[config.mk]
export PLATFORM = sky130hd
export DESIGN_NAME = mad_frame_rx
export DESIGN_NICKNAME = d
export VERILOG_FILES = /design/src/rtl/fsbm_pkg.sv /design/src/rtl/mad_min_tracker.sv /design/src/rtl/mad_frame_rx.sv
export SDC_FILE = /design/constraint.sdc
export NUM_CORES = 1
export LEC_CHECK = 0
export CORE_ASPECT_RATIO = 1.2
export CORE_UTILIZATION = 45
export CTS_CLUSTER_SIZE = 20
export DETAILED_ROUTE_END_ITERATION = 6
export PLACE_DENSITY = 0.85
export SYNTH_ARGS = -nofsm -noshare
export SYNTH_HDL_FRONTEND = slang
export SYNTH_SLANG_ARGS = --single-unit
[constraint.sdc]
create_clock -name clk -period 1.8 [get_ports clk]
set_input_delay 0.18 -clock clk [delete_from_list [all_inputs] [get_ports clk]]
set_output_delay 0.18 -clock clk [all_outputs]
set_load 0.005 [all_outputs]
[src/rtl/fsbm_pkg.sv]
// Shared definitions for the block-matching result path.
//   COORD_W_DEF / MAD_W_DEF : default field widths of the {coordinate, mad} frame
//   FRAME_W_DEF             : default serial frame length in bits
//   rx_state_e              : serial receiver FSM states
//   MAD_MAX                 : all-ones MAD at default width (empty "best" value)
package fsbm_pkg;

    localparam int unsigned COORD_W_DEF = 8;
    localparam int unsigned MAD_W_DEF   = 12;
    localparam int unsigned FRAME_W_DEF = COORD_W_DEF + MAD_W_DEF;

    typedef enum logic [0:0] {
        IDLE  = 1'b0,
        SHIFT = 1'b1
    } rx_state_e;

    localparam logic [MAD_W_DEF-1:0] MAD_MAX = '1;

endpackage

[src/rtl/mad_min_tracker.sv]
// Tracks the minimum-MAD candidate seen since reset or the last clear.
// Ports:
//   clk, rst_n        : clock, synchronous active-low reset
//   load              : a new frame is being loaded (same edge as valid rising)
//   best_clear        : restart the minimum search
//   new_coordinate    : coordinate of the frame being loaded
//   new_mad           : MAD of the frame being loaded
//   best_coordinate   : coordinate of the current minimum
//   best_mad          : current minimum MAD (all ones when empty)
//   best_valid        : at least one candidate is held
module mad_min_tracker
    import fsbm_pkg::*;
#(
    parameter int unsigned COORD_W = COORD_W_DEF,
    parameter int unsigned MAD_W   = MAD_W_DEF
) (
    input  logic               clk,
    input  logic               rst_n,
    input  logic               load,
    input  logic               best_clear,
    input  logic [COORD_W-1:0] new_coordinate,
    input  logic [MAD_W-1:0]   new_mad,
    output logic [COORD_W-1:0] best_coordinate,
    output logic [MAD_W-1:0]   best_mad,
    output logic               best_valid
);

    logic [COORD_W-1:0] best_coord_q, best_coord_d;
    logic [MAD_W-1:0]   best_mad_q, best_mad_d;
    logic               best_valid_q, best_valid_d;
    logic               take;

    // Strict compare so ties keep the earlier candidate. A clear coinciding
    // with a load makes the new frame the sole candidate.
    always_comb begin
        take         = load && (best_clear || !best_valid_q || (new_mad < best_mad_q));
        best_coord_d = best_coord_q;
        best_mad_d   = best_mad_q;
        best_valid_d = best_valid_q;
        if (take) begin
            best_coord_d = new_coordinate;
            best_mad_d   = new_mad;
            best_valid_d = 1'b1;
        end else if (best_clear) begin
            best_coord_d = '0;
            best_mad_d   = '1;
            best_valid_d = 1'b0;
        end
    end

    always_ff @(posedge clk) begin
        if (!rst_n) begin
            best_coord_q <= '0;
            best_mad_q   <= '1;
            best_valid_q <= 1'b0;
        end else begin
            best_coord_q <= best_coord_d;
            best_mad_q   <= best_mad_d;
            best_valid_q <= best_valid_d;
        end
    end

    assign best_coordinate = best_coord_q;
    assign best_mad        = best_mad_q;
    assign best_valid      = best_valid_q;

endmodule

[src/rtl/mad_frame_rx.sv]
// Serial-to-parallel receiver for the {coordinate, mad} match-result frame,
// sent MSB first, one bit per clock.
// Optional feature: define MIN_TRACK_EN to track the minimum-MAD candidate;
// otherwise best_* stay at their reset values and best_clear is ignored.
// Ports:
//   clk, rst_n        : clock, synchronous active-low reset
//   s_in_port         : serial frame data, MSB first
//   frame_start       : high in the cycle s_in_port carries the frame MSB
//   best_clear        : restart minimum search (MIN_TRACK_EN only)
//   coordinate, mad   : last received fields, change only with valid
//   valid             : one-cycle pulse, coordinate/mad updated
//   busy              : frame reception in progress
//   frame_err         : one-cycle pulse, frame aborted by a new frame_start
//   best_coordinate   : coordinate of minimum MAD
//   best_mad          : minimum MAD so far (all ones when empty)
//   best_valid        : best_* holds at least one candidate
module mad_frame_rx
    import fsbm_pkg::*;
#(
    parameter int unsigned COORD_W = COORD_W_DEF,
    parameter int unsigned MAD_W   = MAD_W_DEF
) (
    input  logic               clk,
    input  logic               rst_n,
    input  logic               s_in_port,
    input  logic               frame_start,
    input  logic               best_clear,
    output logic [COORD_W-1:0] coordinate,
    output logic [MAD_W-1:0]   mad,
    output logic               valid,
    output logic               busy,
    output logic               frame_err,
    output logic [COORD_W-1:0] best_coordinate,
    output logic [MAD_W-1:0]   best_mad,
    output logic               best_valid
);

    localparam int unsigned FRAME_W  = COORD_W + MAD_W;
    localparam int unsigned CNT_W    = $clog2(FRAME_W);
    localparam logic [CNT_W-1:0] LAST_CNT = CNT_W'(FRAME_W - 1);

    rx_state_e            state_q, state_d;
    logic [CNT_W-1:0]     cnt_q, cnt_d;
    // Holds the first FRAME_W-1 bits; the LSB is taken straight from the port.
    logic [FRAME_W-2:0]   shift_q, shift_d;
    logic [FRAME_W-1:0]   frame_word;
    logic [COORD_W-1:0]   coord_q, coord_d;
    logic [MAD_W-1:0]     mad_q, mad_d;
    logic                 valid_q, err_q;
    logic                 load, abort;

    always_comb begin
        state_d    = state_q;
        cnt_d      = cnt_q;
        shift_d    = shift_q;
        load       = 1'b0;
        abort      = 1'b0;
        frame_word = {shift_q, s_in_port};
        unique case (state_q)
            IDLE: begin
                if (frame_start) begin
                    state_d = SHIFT;
                    cnt_d   = CNT_W'(1);
                    shift_d = {{(FRAME_W-2){1'b0}}, s_in_port};
                end
            end
            SHIFT: begin
                if (frame_start) begin
                    // Restart: the current bit is the MSB of a new frame.
                    abort   = 1'b1;
                    cnt_d   = CNT_W'(1);
                    shift_d = {{(FRAME_W-2){1'b0}}, s_in_port};
                end else if (cnt_q == LAST_CNT) begin
                    load    = 1'b1;
                    state_d = IDLE;
                    cnt_d   = '0;
                    shift_d = '0;
                end else begin
                    cnt_d   = cnt_q + CNT_W'(1);
                    shift_d = {shift_q[FRAME_W-3:0], s_in_port};
                end
            end
            default: begin
                state_d = IDLE;
                cnt_d   = '0;
                shift_d = '0;
            end
        endcase
    end

    always_comb begin
        coord_d = coord_q;
        mad_d   = mad_q;
        if (load) begin
            coord_d = frame_word[FRAME_W-1:MAD_W];
            mad_d   = frame_word[MAD_W-1:0];
        end
    end

    always_ff @(posedge clk) begin
        if (!rst_n) begin
            state_q <= IDLE;
            cnt_q   <= '0;
            shift_q <= '0;
            coord_q <= '0;
            mad_q   <= '0;
            valid_q <= 1'b0;
            err_q   <= 1'b0;
        end else begin
            state_q <= state_d;
            cnt_q   <= cnt_d;
            shift_q <= shift_d;
            coord_q <= coord_d;
            mad_q   <= mad_d;
            valid_q <= load;
            err_q   <= abort;
        end
    end

    assign coordinate = coord_q;
    assign mad        = mad_q;
    assign valid      = valid_q;
    assign frame_err  = err_q;
    assign busy       = (state_q == SHIFT);

`ifdef MIN_TRACK_EN
    // Fed from the load strobe so best_* change on the same edge valid rises.
    mad_min_tracker #(
        .COORD_W (COORD_W),
        .MAD_W   (MAD_W)
    ) u_min_tracker (
        .clk             (clk),
        .rst_n           (rst_n),
        .load            (load),
        .best_clear      (best_clear),
        .new_coordinate  (coord_d),
        .new_mad         (mad_d),
        .best_coordinate (best_coordinate),
        .best_mad        (best_mad),
        .best_valid      (best_valid)
    );
`else
    logic unused_best_clear;
    assign unused_best_clear = best_clear;
    assign best_coordinate   = '0;
    assign best_mad          = '1;
    assign best_valid        = 1'b0;
`endif

endmodule

Word level (Yosys, flattened, before mapping)

Cells that the tools add are included.

Add/sub/neg operators: 1
Equality and inequality tests: 2
Multiplexer cells: 15
Bitwise gates (word level): 1
Reductions and logical operators: 1

Operator list:

| operator              | number |
|---|---|
| $mux W19              | 3 |
| $pmux W19 S2          | 1 |
| $mux W5               | 3 |
| $pmux W5 S2           | 1 |
| $mux W1               | 6 |
| $add A5 B1 Y5 const B | 1 |
| $eq A5 B5 Y1 const B  | 1 |
| $ne A2 B2 Y1 const B  | 1 |
| $pmux W1 S2           | 1 |
| $reduce_and A2 Y1     | 1 |
| $not A1 Y1            | 1 |

Bits in registers: 47
Output and inout port bits: 44
Logic and storage cells: 27

Logic depth before layout (Yosys ltp)

Depth after elaboration: 4
Mapped depth: 7

Worst setup path before layout

No wires, ideal clock.

Kind: reg-to-reg
Start point: reg cnt_q[0]
End point: reg coord_q[0] (netlist: coordinate[0])
Data arrival time: 1.177 ns
Data required time: 1.681 ns
Setup slack: 0.504 ns
Cell stages (with the launch flop): 7
Clock period less this slack: 1.296 ns
Cell sequence: dfxtp_1 -> ha_1 -> and4bb_1 -> buf_4 -> buf_4 -> nand4_1 -> o21ai_1

Longest elaborated chain between the ends: 4

RTL lines:

| element                | RTL line            | source |
|---|---|---|
| from (decl)            | mad_frame_rx.sv:43  | `logic [CNT_W-1:0] cnt_q, cnt_d;` |
| from (signal assigned) | mad_frame_rx.sv:111 | `cnt_q <= cnt_d;` |
| $eq A5 B5 Y1           | mad_frame_rx.sv:73  | `end else if (cnt_q == LAST_CNT) begin` |
| $mux W1                | mad_frame_rx.sv:73  |  |
| $mux W1                | mad_frame_rx.sv:68  | `if (frame_start) begin` |
| $mux W1                | mad_frame_rx.sv:59  | `unique case (state_q)` |
| to (signal assigned)   | mad_frame_rx.sv:113 | `coord_q <= coord_d;` |
| to (decl)              | mad_frame_rx.sv:47  | `logic [COORD_W-1:0] coord_q, coord_d;` |

Every way passes these cells.
A chain may end at the register's enable or synchronous reset.

Final worst setup path

Start point: reg cnt_q[0]
End point: reg mad_q[0] (netlist: mad[0])

Longest elaborated chain between the ends: 4

RTL lines:

| element              | RTL line            | source |
|---|---|---|
| $eq A5 B5 Y1         | mad_frame_rx.sv:73  |  |
| $mux W1              | mad_frame_rx.sv:73  |  |
| $mux W1              | mad_frame_rx.sv:68  |  |
| $mux W1              | mad_frame_rx.sv:59  |  |
| to (signal assigned) | mad_frame_rx.sv:114 | `mad_q <= mad_d;` |
| to (decl)            | mad_frame_rx.sv:48  | `logic [MAD_W-1:0] mad_q, mad_d;` |

Every way passes these cells.

==> qor.yml <==
clock_tree:
  ctsResizeCount: 0
  clk_pin_slew_ns: 0.08
  clock-root-buffer: "clkbuf_8"
  numCtsBuffers: 5
  cts_tree: "yes"
  cts_max_level: 2
  clk_latency_ns: 0.30
  clock_path_buffers: 2
  numClockSinks: 47
  hold_buffers: 0
  postCtsSetupBuffers: 0
yosys:
  synth.area.mux_share: 0.0146
  syn_inst: 216
  yosys_warnings: 0
  synth_xor_area_frac: 0.00852
  synth_area_per_cell_um2: 9.52
  synth_simple_gate_area_frac: 0.217
  yosysUniqueCellTypes: 33
  synth_top_family_by_area: "simple AND/OR/NAND/NOR gates"
  synth-compound-area-share: 0.144
  ys_ff_latch: 47
  netlist_area_um2: 2060
  synthAdderAreaFrac: 0.00608
  yosysSeqAreaShare: 0.457
power:
  seqPwrFrac: 0.544
  power.leakage_nw: 0.831
  pwr-share-comb: 0.056
  power_density_nw_per_um2: 826
  p_clk_frac: 0.400
  netSwitchingFraction: 0.224
  switching_power_uw: 432
  vdd_drop_max_mv: 0.585
  intPower_mw: 1.50
worst_setup_path:
  crit_path_start_kind: "flop"
  worst_ep_required_time_ns: 2.03
  critPathMaxFanout: 20
  worstPathArrival_ns: 1.78
  slowest_stage: "dfxtp_1"
  worst_setup_path_end_kind: "flop"
  crit_path_cell_trace: "ha_1, and4bb_1, and2_4, mux2i_1"
  crit_path_max_incr_delay_ns: 0.39
  critPathKind: "flop to flop"
  rrSetupSlack_ns: 0.25
drt:
  drt-total-wl_um: 3700
  vias: 1521
  routed_via_density: 5.17
  drc: 0
  postRouteAntennaNets: 0
  first_iter_violations: 68
  firstDrtPassIters: 4
  routedWlPerCell_um: 12.6
global_routing:
  grt_usage: 0.170
  grt_first_pass_wirelength_um: 6480
  overflow: 0
  grt_pass1_vias: 1431
  antenna_found_initial: 0
  grt_start_max_net_pins: 50
final_layout:
  layout-drive-gt1-share: 0.0882
  final_common_cell: "dfxtp_1"
  nNetsFinal: 243
  fill_cells: 396
  insertedDiodeCount: 0
  area_delta_synth_final_pct: 13.7
  final_cell_mix: "dfxtp_1 (47), clkdlybuf4s50_1 (25), nand2_1 (24)"
sta:
  holdWs_ns: 0.252
  rsz0062_at_grt: "no"
  fin_crit_sh: 0.860
  setup_tns_ns: 0
  finalHoldViolations: 0
  slew_viol_final: 0
  setup-violations-final: 0
  min_period_ns: 1.55
  fmax_mhz: 646
  fin_skew_ns: 0.00627
status:
  outcome: "finished clean"
min_path:
  holdCritPathClass: "input port to flop"
floorplanning:
  rows: 26
  die_h_um: 76.1
  num_io_pins: 49
  die_area_um2: 4850
  die_w_um: 63.7
  coreArea_um2: 4330
  start_util: 0.475
placed_design:
  portBuffers: 26
  gp_congestion: 0.799
  post-dp-hpwl_um: 2400
job:
  cap_violations: 0
sequential cells by signal, summed over array words and instances, names as in the netlist:
| signal | flops |
|---|---|
| busy | 1 |
| cnt_q | 5 |
| mad | 12 |
| shift_q | 19 |
| valid | 1 |
| frame_err | 1 |
| coordinate | 8 |
power groups by stage:
stage / Sequential (mW) / Combinational [mW] / Clock, mW
3_5_place_dp: 1.08 / 0.107 / 0
2_1_floorplan: 1.08 / 0.121 / 0
6_report: 1.05 / 0.108 / 0.772
4_1_cts: 1.05 / 0.108 / 0.792
3_3_place_gp: 1.08 / 0.105 / 0
5_1_grt: 1.05 / 0.120 / 0.847
synthesized netlist by cell type (all sizes together):
cell / number / area share
dfxtp: 47 / 0.46
buf: 36 / 0.14
nand2: 24 / 0.044
nor2b: 21 / 0.068
o21ai: 20 / 0.049
nand4: 19 / 0.058
a32oi: 18 / 0.077
clkbuf: 4 / 0.0073
a21oi: 3 / 0.0073
mux2i: 3 / 0.015
nor2: 3 / 0.0091
and3: 2 / 0.0061
conb: 2 / 0.0037
xor2: 2 / 0.0085
a21boi: 1 / 0.0037
a22oi: 1 / 0.0037
and2: 1 / 0.0043
and2b: 1 / 0.0037
and4b: 1 / 0.0049
and4bb: 1 / 0.0061
ha: 1 / 0.0061
nand2b: 1 / 0.0030
nand3: 1 / 0.0024
nand4bb: 1 / 0.0055
o21a: 1 / 0.0037
or3: 1 / 0.0030
worst max-delay path, delay by kind of cell (launching register included):
kind | cells | cell delay (ns)
AND/OR/NAND/NOR | 2 | 0.61
multiplexers | 1 | 0.23
adder cells (fa/ha/maj) | 1 | 0.23
flip-flops | 1 | 0.39
worst paths after layout:
path,from,to,cells past startpoint
worst min-delay path,rst_n,cnt_q[0]$_SDFFE_PN0P_,2
worst max register to register,cnt_q[0]$_SDFFE_PN0P_,mad[0]$_SDFFE_PN0P_,4
worst min register to register,mad[11]$_SDFFE_PN0P_,mad[11]$_SDFFE_PN0P_,2
worst max-delay path,cnt_q[0]$_SDFFE_PN0P_,mad[0]$_SDFFE_PN0P_,4
area by class of cell:
cell class,count,area (um2),area share
timing repair buffer,35,335,0.143
clock inverter,3,43.8,0.0187
clock buffer,5,68.8,0.0294
multi-input combinational,148,881,0.376
tap,56,70.1,0.0299
sequential,47,941,0.402
kinds of logic after synthesis:
| family | count (synthesis) |
|---|---|
| other | 2 |
| and+or+nand+nor | 77 |
| buffers and inverters | 40 |
| AOI/OAI and AO/OA | 44 |
| DFF | 47 |
| muxes | 3 |
| xor gates and xnor gates | 2 |
| adders and majority gates | 1 |
metal layers:
metal | GRT usage | wire [um]
met4 | 0.0955 | 95
met5 | 0 | 0
met2 | 0.271 | 1850
met1 | 0.203 | 1620
met3 | 0.0449 | 125
metrics by stage:
| step | total power, mW | worst slack, ns | instances | util | cell area, um2 |
|---|---|---|---|---|---|
| 6_report | 1.93 | 0.253 | 294 | 0.541 | 2340 |
| 5_1_grt | 2.02 | 0.142 | 294 | 0.541 | 2340 |
| 4_1_cts | 1.95 | 0.238 | 294 | 0.541 | 2340 |
| 3_5_place_dp | 1.18 | 0.193 | 286 | 0.515 | 2230 |
| 3_3_place_gp | 1.18 | 0.271 | 286 | 0.515 | 2230 |
| 2_1_floorplan | 1.20 | 0.504 | 235 | - | 2130 |
Note: power is estimated with default switching activity, not from simulation.
